File: config.mk
export PLATFORM = sky130hd
export DESIGN_NAME = rom_read_arbiter
export DESIGN_NICKNAME = d
export VERILOG_FILES = /design/src/rtl/rom_read_arbiter_pkg.sv /design/src/rtl/rom_read_arbiter_rr_pick.sv /design/src/rtl/rom_read_arbiter.sv
export SDC_FILE = /design/constraint.sdc
export NUM_CORES = 1
export LEC_CHECK = 0
export CORE_MARGIN = 2
export CORE_UTILIZATION = 30
export CTS_CLUSTER_DIAMETER = 120
export DETAILED_ROUTE_END_ITERATION = 8
export MAX_ROUTING_LAYER = met4
export PLACE_DENSITY = 0.62
export SKIP_LAST_GASP = 1
export SLEW_MARGIN = 10
export SYNTH_ARGS = -nofsm -noshare
export SYNTH_HDL_FRONTEND = slang
export SYNTH_HIERARCHICAL = 1
export SYNTH_SLANG_ARGS = --single-unit
File: constraint.sdc
create_clock -name clk -period 6.8 [get_ports clk]
set_clock_uncertainty 0.05 [all_clocks]
set_input_delay 2.04 -clock clk [delete_from_list [all_inputs] [get_ports clk]]
set_output_delay 2.04 -clock clk [all_outputs]
set_load 0.03 [all_outputs]
File: src/rtl/rom_read_arbiter_pkg.sv
// -----------------------------------------------------------------------------
// rom_arb_pkg
// Shared types and helpers for the ROM read arbiter.
//   - arb_state_t    : arbiter FSM states (IDLE, READ, WAIT)
//   - req_idx_t      : requester index, wide enough for up to MAX_REQ requesters
//   - DEF_*          : default widths / depth used as module parameter defaults
//   - next_rr_winner : round-robin pick over a zero-padded request vector
// -----------------------------------------------------------------------------
package rom_arb_pkg;

    localparam int DEF_MEM_ADDR_SIZE = 3;
    localparam int DEF_DATA_WIDTH    = 4;
    localparam int DEF_MEM_DEPTH     = 8;
    localparam int DEF_NUM_REQ       = 2;
    localparam int MAX_REQ           = 8;
    localparam int IDX_W             = 3;

    typedef enum logic [1:0] {
        IDLE = 2'd0,
        READ = 2'd1,
        WAIT = 2'd2
    } arb_state_t;

    typedef logic [IDX_W-1:0] req_idx_t;

    // Scan upward from ptr+1, wrapping at MAX_REQ. Requesters above NUM_REQ are
    // zero-padded, so wrapping at MAX_REQ gives the same order as wrapping at
    // NUM_REQ: the just-served requester (ptr) is always checked last.
    function automatic req_idx_t next_rr_winner(input logic [MAX_REQ-1:0] req,
                                                input req_idx_t           ptr);
        req_idx_t idx;
        req_idx_t win;
        logic     found;
        win   = '0;
        found = 1'b0;
        for (int k = 1; k <= MAX_REQ; k++) begin
            idx = ptr + req_idx_t'(k);
            if (!found && req[idx]) begin
                win   = idx;
                found = 1'b1;
            end
        end
        return win;
    endfunction

endpackage

File: src/rtl/rom_read_arbiter_rr_pick.sv
// -----------------------------------------------------------------------------
// rr_pick
// Combinational round-robin selector.
// Ports:
//   req     in   NUM_REQ  request vector
//   ptr     in   IDX_W    index of the requester served last
//   winner  out  IDX_W    index of the selected requester (valid when any_req)
//   any_req out  1        at least one request is pending
// -----------------------------------------------------------------------------
module rr_pick
    import rom_arb_pkg::*;
#(
    parameter int NUM_REQ = DEF_NUM_REQ
) (
    input  logic [NUM_REQ-1:0] req,
    input  logic [IDX_W-1:0]   ptr,
    output logic [IDX_W-1:0]   winner,
    output logic               any_req
);

    logic [MAX_REQ-1:0] req_ext;

    always_comb begin
        req_ext                = '0;
        req_ext[NUM_REQ-1:0]   = req;
    end

    assign winner  = next_rr_winner(req_ext, ptr);
    assign any_req = |req;

endmodule

File: src/rtl/rom_read_arbiter.sv
// -----------------------------------------------------------------------------
// rom_read_arbiter
// Round-robin arbiter sharing one single-port synchronous ROM (1-cycle
// registered read) between NUM_REQ requesters. Each read takes three cycles:
// grant + address issue, ROM sample, data capture + response pulse.
//
// Optional build macro: ROM_ARB_ADDR_CHECK_EN
//   defined   : addresses >= MEM_DEPTH skip the ROM access and respond with
//               rsp_data=0, rsp_err=1 on the normal response cycle.
//   undefined : addresses pass to the ROM unchecked; rsp_err is always 0.
//
// Ports:
//   clk        in   1                      clock, rising edge
//   rst        in   1                      async active-low reset
//   req_valid  in   NUM_REQ                per-requester read request
//   req_addr   in   NUM_REQ*MEM_ADDR_SIZE  flattened request addresses
//   req_gnt    out  NUM_REQ                one-hot grant pulse
//   rsp_valid  out  NUM_REQ                one-hot response pulse
//   rsp_data   out  DATA_WIDTH             read data, held between responses
//   rsp_err    out  1                      address-range error (with rsp_valid)
//   rom_en     out  1                      ROM read enable
//   rom_addr   out  MEM_ADDR_SIZE          ROM address
//   rom_data   in   DATA_WIDTH             ROM registered read data
// -----------------------------------------------------------------------------
module rom_read_arbiter
    import rom_arb_pkg::*;
#(
    parameter int MEM_ADDR_SIZE = DEF_MEM_ADDR_SIZE,
    parameter int DATA_WIDTH    = DEF_DATA_WIDTH,
    parameter int MEM_DEPTH     = DEF_MEM_DEPTH,
    parameter int NUM_REQ       = DEF_NUM_REQ
) (
    input  logic                               clk,
    input  logic                               rst,
    input  logic [NUM_REQ-1:0]                 req_valid,
    input  logic [NUM_REQ*MEM_ADDR_SIZE-1:0]   req_addr,
    output logic [NUM_REQ-1:0]                 req_gnt,
    output logic [NUM_REQ-1:0]                 rsp_valid,
    output logic [DATA_WIDTH-1:0]              rsp_data,
    output logic                               rsp_err,
    output logic                               rom_en,
    output logic [MEM_ADDR_SIZE-1:0]           rom_addr,
    input  logic [DATA_WIDTH-1:0]              rom_data
);

    if (MEM_DEPTH > (1 << MEM_ADDR_SIZE)) begin : g_bad_depth
        $error("rom_read_arbiter: MEM_DEPTH exceeds the address space");
    end
    if (NUM_REQ < 2 || NUM_REQ > MAX_REQ) begin : g_bad_num_req
        $error("rom_read_arbiter: NUM_REQ must be 2..8");
    end

    arb_state_t               state, state_d;
    req_idx_t                 ptr, ptr_d;
    req_idx_t                 owner, owner_d;
    logic                     bad_q, bad_d;
    logic [NUM_REQ-1:0]       req_gnt_d, rsp_valid_d;
    logic [DATA_WIDTH-1:0]    rsp_data_d;
    logic                     rsp_err_d;
    logic                     rom_en_d;
    logic [MEM_ADDR_SIZE-1:0] rom_addr_d;

    req_idx_t                 winner;
    logic                     any_req;
    logic [NUM_REQ-1:0]       win_oh, own_oh;
    logic [MEM_ADDR_SIZE-1:0] sel_addr;
    logic                     sel_bad;

    rr_pick #(
        .NUM_REQ (NUM_REQ)
    ) u_rr_pick (
        .req     (req_valid),
        .ptr     (ptr),
        .winner  (winner),
        .any_req (any_req)
    );

    // Only the winner's address slice is ever selected, so X on losing
    // requesters' addresses never reaches the ROM.
    always_comb begin
        win_oh   = '0;
        own_oh   = '0;
        sel_addr = '0;
        for (int i = 0; i < NUM_REQ; i++) begin
            if (winner == req_idx_t'(i)) begin
                win_oh[i] = 1'b1;
                sel_addr  = req_addr[i*MEM_ADDR_SIZE +: MEM_ADDR_SIZE];
            end
            if (owner == req_idx_t'(i)) begin
                own_oh[i] = 1'b1;
            end
        end
    end

`ifdef ROM_ARB_ADDR_CHECK_EN
    assign sel_bad = (int'(sel_addr) >= MEM_DEPTH);
`else
    assign sel_bad = 1'b0;
`endif

    always_comb begin
        state_d     = state;
        ptr_d       = ptr;
        owner_d     = owner;
        bad_d       = bad_q;
        req_gnt_d   = '0;
        rsp_valid_d = '0;
        rsp_data_d  = rsp_data;
        rsp_err_d   = rsp_err;
        rom_en_d    = 1'b0;
        rom_addr_d  = rom_addr;
        unique case (state)
            IDLE: begin
                if (any_req) begin
                    owner_d    = winner;
                    ptr_d      = winner;
                    bad_d      = sel_bad;
                    req_gnt_d  = win_oh;
                    rom_addr_d = sel_addr;
                    // An out-of-range read never touches the ROM.
                    rom_en_d   = !sel_bad;
                    state_d    = READ;
                end
            end
            READ: begin
                state_d = WAIT;
            end
            WAIT: begin
                rsp_valid_d = own_oh;
                rsp_data_d  = bad_q ? '0 : rom_data;
                rsp_err_d   = bad_q;
                state_d     = IDLE;
            end
            default: begin
                state_d = IDLE;
            end
        endcase
    end

    always_ff @(posedge clk or negedge rst) begin
        if (!rst) begin
            state     <= IDLE;
            ptr       <= req_idx_t'(NUM_REQ - 1);
            owner     <= '0;
            bad_q     <= 1'b0;
            req_gnt   <= '0;
            rsp_valid <= '0;
            rsp_data  <= '0;
            rsp_err   <= 1'b0;
            rom_en    <= 1'b0;
            rom_addr  <= '0;
        end else begin
            state     <= state_d;
            ptr       <= ptr_d;
            owner     <= owner_d;
            bad_q     <= bad_d;
            req_gnt   <= req_gnt_d;
            rsp_valid <= rsp_valid_d;
            rsp_data  <= rsp_data_d;
            rsp_err   <= rsp_err_d;
            rom_en    <= rom_en_d;
            rom_addr  <= rom_addr_d;
        end
    end

endmodule
==> impl_metrics.tcl, run 1 <==
set metrics [dict create \
    holdBufCountCts 0 \
    die_h_um 56.2 \
    gp_congestion 0.719 \
    relSlewSlack_pct 46.9 \
    max_freq_mhz 279 \
    syn_area_per_cell_um2 9.86 \
    max-cap-violations 0 \
    synth-seq-cells 18 \
    initial_core_util_pct 32.4 \
    hpwl_mm 1.15 \
    peakVddDrop_mv 0.239 \
    crit_cells 5 \
    post-synth-top-count-cell "nand2_1" \
    worstSetupEndpointType "flop" \
    synthCells 83 \
    synth_edf_count 0 \
    port_buffers 25 \
    routedWlPerCell_um 10.9 \
    core_mm2 0.00252 \
    ant_nets 0 \
    drive_above_1_share_pct 6.48 \
    numCtsBuffers 3 \
    numClockSinks 18 \
    drv_slew 0 \
    yosysTopAreaCell "dfrtp_1" \
    track_usage_pct 10.8 \
    drc 0 \
    cp-start-kind "input port" \
    syn_area_um2 818 \
    grt_pass1_vias 630 \
    fillers 272 \
    setup_violations 0 \
    synth.top_cells.by_count "nand2_1 (26), dfrtp_1 (17), inv_1 (6)" \
    dieArea_mm2 0.00316 \
    grt_pass1_wl_mm 2.64 \
    crit_buf_inv 1 \
    r2r-start "ptr[0]$_DFFE_PN1P_" \
    synth-main-ff-cell "dfrtp_1" \
    muxShareOfSynthArea_pct 5.50 \
    cellPowerDensity_mw_per_mm2 425 \
    synth_adder_area_share_pct 3.06 \
    die_w_um 56.2 \
    cts-htree-levels 1 \
    rows 18 \
    period_share_pct 52.8 \
    hold_class "flop to flop" \
    fin_nets 125 \
    synth_top_family_by_area "simple AND/OR/NAND/NOR gates" \
    synth.area.top_cells "dfrtp_1 (52%), nand2_1 (12%), mux2i_1 (3.7%)" \
    min_period_ns 3.59 \
    io-pin-count 27 \
    place_inst 134 \
    cp_max_fo 10 \
    p_leak_nw 0.531 \
    critPathKind "input port to flop" \
    crit_arrival_ns 3.75 \
    fin_util_pct 43.6 \
    yosysUniqueCellTypes 25 \
    crit_required_ns 6.96 \
    path_cells "clkdlybuf4s50_1, or2_2, or3b_1, or3_4, o21ai_1" \
    clkTransAtPathRegs_ns 0.09 \
    outcome "complete, no violations" \
    design_area_mm2 0.00110 \
    rrSetupSlack_ns 4.57 \
    ys_seq_area_share_pct 55.2 \
    via_per_inst 4.50 \
    cts_setup_buffers 0 \
    finalHoldViolations 0 \
    cp_slowest_stage_delay_ns 0.52 \
    hp-start "owner[0]$_DFFE_PN0P_" \
    postPlaceCellArea_mm2 0.00107 \
    path_delay_family "simple AND/OR/NAND/NOR gates" \
    rsz0062_at_grt "false" \
    hold_ws_ns 0.411 \
    cts_tree "yes" \
    areaGrowthSynthToFinish_pct 34.3 \
    num_antenna_cells 0 \
    worstMarginPinSlew_ns 0.795 \
    wl_mm 1.50 \
    power_mw 0.467 \
    post-synth-top-area-fraction_pct 52.0 \
    first_iter_violations 9 \
    antenna_found_initial 0 \
    grt_max_degree 19 \
    overflow 0 \
    worst_slack_ns 3.21 \
    ff2ff_path_depth 7 \
    insertion_delay_ns 0.28 \
    num_vias 621 \
    cts_resized 0 \
    hold_end "rsp_valid[0]$_DFF_PN0_" \
    synthXorXnorAreaFrac_pct 0 \
    synthArstFlopShare_pct 100 \
    place_worst_setup_slack_ns 2.90 \
    r2r_end "rom_addr[0]$_DFFE_PN0P_" \
    ctsRootBufferMaster "clkbuf_4" \
    yosysWarnings 6 \
    synth_compound_gate_area_share_pct 5.66 \
    cts_buffer_depth 2 \
    drtPass1Iterations 4 \
    critPathSlowestCell "clkdlybuf4s50_1" \
    stdcell_count 138 \
    hold_depth 1 \
    synth-simple-area-share_pct 22.3 \
    setup_tns_ns 0 \
]
## registers in the layout, indices dropped and copies added, names as in the netlist
register and flops:
owner 1, ptr 3, req_gnt 2, rom_addr 3, rom_en 1, rsp_data 4
rsp_valid 2, state 2
## how the worst max path moves through the flow
| stage | start | endpoint | slack (ns) |
|---|---|---|---|
| finish | req_valid[1] | rom_addr[2]$_DFFE_PN0P_ | 3.21 |
| global route | req_valid[0] | rom_addr[0]$_DFFE_PN0P_ | 3.08 |
| floorplan | req_valid[0] | rom_addr[0]$_DFFE_PN0P_ | 3.61 |
| global placement | req_valid[1] | rom_addr[2]$_DFFE_PN0P_ | 2.96 |
| detailed placement | req_valid[1] | rom_addr[2]$_DFFE_PN0P_ | 2.90 |
| CTS | req_valid[1] | rom_addr[2]$_DFFE_PN0P_ | 3.21 |
## placed cells by master (no fill, tap or decap), types with 2 or more instances in the layout
cell | Yosys | final
clkbuf_4 | 0 | 3
clkdlybuf4s50_1 | 0 | 25
conb_1 | 2 | 3
dfrtp_1 | 17 | 17
ha_1 | 2 | 2
inv_1 | 6 | 6
mux2i_1 | 3 | 3
nand2_1 | 26 | 26
nand2b_1 | 2 | 2
nor2_1 | 3 | 3
nor2b_1 | 2 | 2
o21ai_1 | 3 | 3
## logic make-up (layout without fill, tap and decap cells)
| family | Yosys count | in the layout |
|---|---|---|
| other | 2 | 3 |
| adders and majority gates | 2 | 2 |
| buffers and inverters | 11 | 35 |
| DFF | 18 | 18 |
| and+or+nand+nor | 39 | 39 |
| muxes | 4 | 4 |
| AOI/OAI and AO/OA | 7 | 7 |
## layer usage
metal  GRT usage [%]  vias up  share of wire, %
met5               -        -                 0
met4            4.08        0                 0
met3            2.56        0               6.8
met2            17.1       25                46
met1            13.5      285                47
li1                -      311                 -
## where the power goes
group          switching (mW)  leakage [nW]  internal (mW)
Combinational           0.131         0.286          0.102
Sequential             0.0320         0.230          0.151
Clock                  0.0290        0.0150         0.0227
Total                   0.192         0.531          0.276
## final cells by class
class                      instances  area [µm²]  share of cell area (%)
inverter                           6        22.5                    2.05
timing repair buffer              25         250                    22.8
tap                               30        37.5                    3.42
clock buffer                       4        26.3                    2.39
sequential                        18         452                    41.1
multi-input combinational         55         310                    28.2
Power figures use the tool's default switching activity.
==> run 2: changes to the inputs <==
--- a/config.mk
+++ b/config.mk
@@ -10,7 +10,7 @@
 export CTS_CLUSTER_DIAMETER = 120
 export DETAILED_ROUTE_END_ITERATION = 8
 export MAX_ROUTING_LAYER = met4
-export PLACE_DENSITY = 0.62
+export PLACE_DENSITY = 0.64
 export SKIP_LAST_GASP = 1
 export SLEW_MARGIN = 10
 export SYNTH_ARGS = -nofsm -noshare
==> constraint.sdc (replaced) <==
create_clock -name clk -period 3.3 [get_ports clk]
set_clock_uncertainty 0.05 [all_clocks]
set_input_delay 0.99 -clock clk [delete_from_list [all_inputs] [get_ports clk]]
set_output_delay 0.99 -clock clk [all_outputs]
set_load 0.03 [all_outputs]
==> run 2 against run 1 <==
Compared with the run above: clock power rose to 2.6 times the previous value; cell area rose by 0.91%; first-iteration DRC count up 44%; combinational power increased by 110%; non-clock buffer count is the same; total power up 110%; sequential power up 100%; wire length fell by 3.5%; highest routed layer unchanged; register-to-register slack worse by 3.5 ns; sequential share of layout area decreased by 0.37 points; die area stayed put; count of clock-buffer cells in the layout did not move.
==> impl_metrics.tcl, run 2 (synthesized netlist as in run 1, its figures left out) <==
set metrics [dict create \
    overflow 0 \
    wl_met2_um 654 \
    hpwl_mm 1.08 \
    peakVddDrop_mv 0.526 \
    seqPwrFrac_pct 37.9 \
    port_buffers 25 \
    cts_resized 0 \
    final_common_cell "nand2_1" \
    rsz0062_at_grt "false" \
    largest-register "rsp_data" \
    cp_max_fo 10 \
    dieArea_mm2 0.00316 \
    die_h_um 56.2 \
    cts_tree "yes" \
    largestRegisters "rsp_data (4), ptr (3), rom_addr (3)" \
    p_leak_nw 0.537 \
    num_antenna_cells 0 \
    max-cap-violations 0 \
    core_mm2 0.00252 \
    period_share_pct 76.5 \
    clkTransAtPathRegs_ns 0.10 \
    grt_pass1_vias 607 \
    io-pin-count 27 \
    cp-start-kind "input port" \
    cts_setup_buffers 0 \
    outcome "complete, no violations" \
    wl_met3_um 140 \
    min_period_ns 2.53 \
    num_vias 615 \
    worstSetupEndpointType "flop" \
    critPathKind "input port to flop" \
    largest_reg_flops 4 \
    hp-start "owner[0]$_DFFE_PN0P_" \
    insertion_delay_ns 0.29 \
    power.share.clock_pct 13.5 \
    fillers 269 \
    drtPass1Iterations 4 \
    setup_tns_ns 0 \
    hold_class "flop to flop" \
    hold_ws_ns 0.412 \
    p_sw_mw 0.400 \
    antenna_found_initial 0 \
    first_iter_violations 13 \
    track_usage_pct 10.8 \
    top_layer_used "met3" \
    drc 0 \
    switching_share_pct 40.5 \
    numClockSinks 18 \
    routedWlPerCell_um 10.5 \
    most-common-layout-cells "nand2_1 (26), clkdlybuf4s50_1 (25), dfrtp_1 (17), inv_1 (6)" \
    worstMarginPinSlew_ns 0.789 \
    cts_buffer_depth 2 \
    p_int_mw 0.588 \
    setup_violations 0 \
    gp_congestion 0.740 \
    cts-htree-levels 1 \
    ctsRootBufferMaster "clkbuf_4" \
    grt_pass1_wl_mm 2.63 \
    max_freq_mhz 396 \
    ant_nets 0 \
    rows 18 \
    cellPowerDensity_mw_per_mm2 892 \
    finalHoldViolations 0 \
    numCtsBuffers 3 \
    areaGrowthSynthToFinish_pct 35.5 \
    die_w_um 56.2 \
    wirelength_met1_um 654 \
    startpoint "req_valid[1]" \
    drv_slew 0 \
    relSlewSlack_pct 47.3 \
    rrSetupSlack_ns 1.07 \
    drive_above_1_share_pct 7.41 \
    crit_required_ns 3.47 \
    crit_arrival_ns 2.70 \
    power_frac_comb_pct 48.6 \
    fin_nets 125 \
    via_per_inst 4.46 \
    holdBufCountCts 0 \
    grt_max_degree 19 \
    initial_core_util_pct 32.4 \
    r2r-start "ptr[0]$_DFFE_PN1P_" \
    wl_mm 1.45 \
]
run 2: cell counts in the layout (fill, tap and decap cells not counted):
No cell type changed its count.
run 2: path summary, 6_finish.rpt:
check | end | cells after the start
min in group asynchronous | owner[0]$_DFFE_PN0P_ | 1
max reg2reg | rom_addr[2]$_DFFE_PN0P_ | 7
max | rom_addr[2]$_DFFE_PN0P_ | 5
min | rsp_valid[0]$_DFF_PN0_ | 1
max in group asynchronous | rom_addr[0]$_DFFE_PN0P_ | 1
min reg2reg | rsp_valid[0]$_DFF_PN0_ | 1
run 2: metrics by stage:
| stage | power (mW) | cells | setup slack, ns | instance area (µm²) | util (%) |
|---|---|---|---|---|---|
| 2_1_floorplan | 0.706 | 84 | 1.15 | 822 | - |
| 3_3_place_gp | 0.849 | 134 | 0.517 | 1070 | 42.5 |
| 3_5_place_dp | 0.865 | 134 | 0.449 | 1070 | 42.5 |
| 4_1_cts | 1.00 | 138 | 0.780 | 1110 | 43.9 |
| 5_1_grt | 1.07 | 138 | 0.659 | 1110 | 43.9 |
| 6_report | 0.989 | 138 | 0.775 | 1110 | 43.9 |
run 2: final cells by class:
class | count | area [µm²] | share of cell area [%]
tap | 30 | 37.5 | 3.39
clock buffer | 4 | 36.3 | 3.27
sequential | 18 | 452 | 40.7
multi-input combinational | 55 | 310 | 28.0
timing repair buffer | 25 | 250 | 22.6
inverter | 6 | 22.5 | 2.03
run 2: critical path, stage by stage:
cell and delay [ns]:
clkdlybuf4s50_1 0.52, or2_2 0.13, or3b_1 0.50, or3_4 0.41
o21ai_1 0.15
run 2: power by group through the flow:
| stage | Combinational, mW | Sequential, mW | Clock [mW] |
|---|---|---|---|
| floorplan | 0.235 | 0.472 | 0 |
| global placement | 0.471 | 0.378 | 0 |
| detailed placement | 0.486 | 0.379 | 0 |
| CTS | 0.487 | 0.377 | 0.140 |
| global route | 0.534 | 0.389 | 0.147 |
| finish | 0.480 | 0.375 | 0.133 |
run 2: layer usage:
| layer | vias to the layer above | global-route usage (%) |
|---|---|---|
| met5 | - | - |
| met1 | 283 | 12.3 |
| met3 | 0 | 6.05 |
| met2 | 24 | 17.5 |
| li1 | 308 | - |
| met4 | 0 | 1.02 |
==> edit: new RTL, flow settings as in run 2 <==
The package constant `IDX_W` goes from 3 to 4.
--- a/src/rtl/rom_read_arbiter_pkg.sv
+++ b/src/rtl/rom_read_arbiter_pkg.sv
@@ -13,7 +13,7 @@
     localparam int DEF_MEM_DEPTH     = 8;
     localparam int DEF_NUM_REQ       = 2;
     localparam int MAX_REQ           = 8;
-    localparam int IDX_W             = 3;
+    localparam int IDX_W             = 4;
 
     typedef enum logic [1:0] {
         IDLE = 2'd0,
Check against the original RTL: not equivalent (a bounded check fails within 4 cycles, from zero or initial values and one cycle with rst low).
==> edit against run 2 <==
- cell area increased by 71%
- wire length rose by 120%
- combinational power increased to 3.0 times the old value
- count of clock-buffer cells in the layout decreased by 1
- worst setup slack worse by 0.70 ns
- synthesized area increased by 69%
- global-route usage increased by 2.4 points
- via count is 110% higher
- sequential cell count rose by 1
- worst hold slack worse by 0.025 ns
- total power rose by 100%
==> edit: results <==
[drt]
vias = 1288
drt_iter0_markers = 118
firstDrtPassIters = 6
wl_per_cell_um = 12.7

[pwr]
static-leakage-power_uw = 0.000844
netSwitchingFraction_pct = 45.3
vdd_drop_max_mv = 0.609

[clocking]
worst_skew_pair.late_latency_ns = 0.25
postCtsSetupRepairBufs = 1
clkSlewWorstSetupHoldPaths_ns = 0.07
cts.root.buffer_cell = clkbuf_8
ctsResizeCount = 9

[final_layout]
design.final.nets = 220
filler_cell_count = 431
drive_gt1_share_pct = 27.3
layout_top_registers = ptr (4), rsp_data (4), rom_addr (3)

[synth]
ys_top_cells_by_count = nand2_1 (30), dfrtp_1 (18), ha_1 (7), inv_1 (7), nor2_1 (7)
syn-mean-instance-area_um2 = 9.00
yosysWarnings = 6
synth_compound_area_share_pct = 17.2
synth-xor-area-share_pct = 0.632
synthDistinctLibCells = 50
post_synth_adder_cell_area_pct = 6.32
share_of_synthesized_area_occupied_by_flip_flops_and_latches_pct = 34.4
synth_mux_area_share_pct = 7.58
synth.area.top_cells = dfrtp_1 (32%), nand2_1 (8.1%), ha_1 (6.3%)

[worst_setup_path]
worstReg2RegEnd = rom_addr[1]
cp_max_fo = 5
rrSetupSlack_ns = 0.23
timing.critical_path.slowest_stage_cell = or4_4
cp.arrival_ns = 3.36

[grt]
via_count_of_the_first_global_routing_pass = 1209
grt_start_max_net_pins = 20
groute.usage.overall_pct = 13.2
wire_length_of_the_first_global_routing_pass_um = 5460

[timing]
worst_slew_margin_rel_pct = 44.4
hold_ws_ns = 0.388

[place]
finalWeightedCongestion = 0.885
hpwl_um = 2390
place_worst_setup_slack_ns = -0.560
placed_area_mm2 = 0.00180

[run_status]
run_status = completed

[hold_path]
min-delay-start = state[1]
min_to = state[1]
[edit: final cells by class]
| type | instances | area, um2 | area share, % |
|---|---|---|---|
| multi-input combinational | 116 | 837 | 44.2 |
| sequential | 19 | 477 | 25.2 |
| timing repair buffer | 50 | 434 | 22.9 |
| tap | 52 | 65.1 | 3.44 |
| clock buffer | 3 | 41.3 | 2.18 |
| inverter | 9 | 33.8 | 1.78 |
| clock inverter | 1 | 5.00 | 0.264 |
[edit: logic make-up after synthesis]
group	Yosys count
adder cells (fa/ha/maj)	7
flip-flops	19
XOR/XNOR	1
buffers and inverters	20
AND/OR/NAND/NOR	64
other	2
AO/OA/AOI/OAI	32
multiplexers	9
[edit: routing by layer]
| metal | vias up | share of wire (%) | global-route usage (%) |
|---|---|---|---|
| li1 | 627 | - | - |
| met1 | 606 | 44 | 16.9 |
| met2 | 53 | 50 | 22.7 |
| met3 | 2 | 4.5 | 0.972 |
| met4 | 0 | 0.79 | 3.14 |
| met5 | - | 0 | - |
[edit: power by group through the flow]
stage | combinational, uW | clock [uW] | sequential (uW)
4_1_cts | 1360 | 164 | 398
2_1_floorplan | 777 | 0 | 519
6_report | 1430 | 158 | 400
3_5_place_dp | 1350 | 0 | 399
5_1_grt | 1550 | 174 | 415
3_3_place_gp | 1340 | 0 | 400
[edit: how the worst max path moves through the flow]
stage / endpoint / slack [ns] / cells past startpoint / start
final: rom_addr[1] / 0.08 / 11 / req_valid[0]
after global routing: rom_addr[0] / -0.003 / 11 / req_valid[0]
after CTS: rom_addr[1] / 0.002 / 10 / ptr[0]
after detailed placement: rom_addr[1] / -0.56 / 9 / req_valid[1]
after global placement: rom_addr[1] / -0.47 / 9 / req_valid[1]
after floorplan: rom_addr[0] / 0.01 / 9 / req_valid[0]
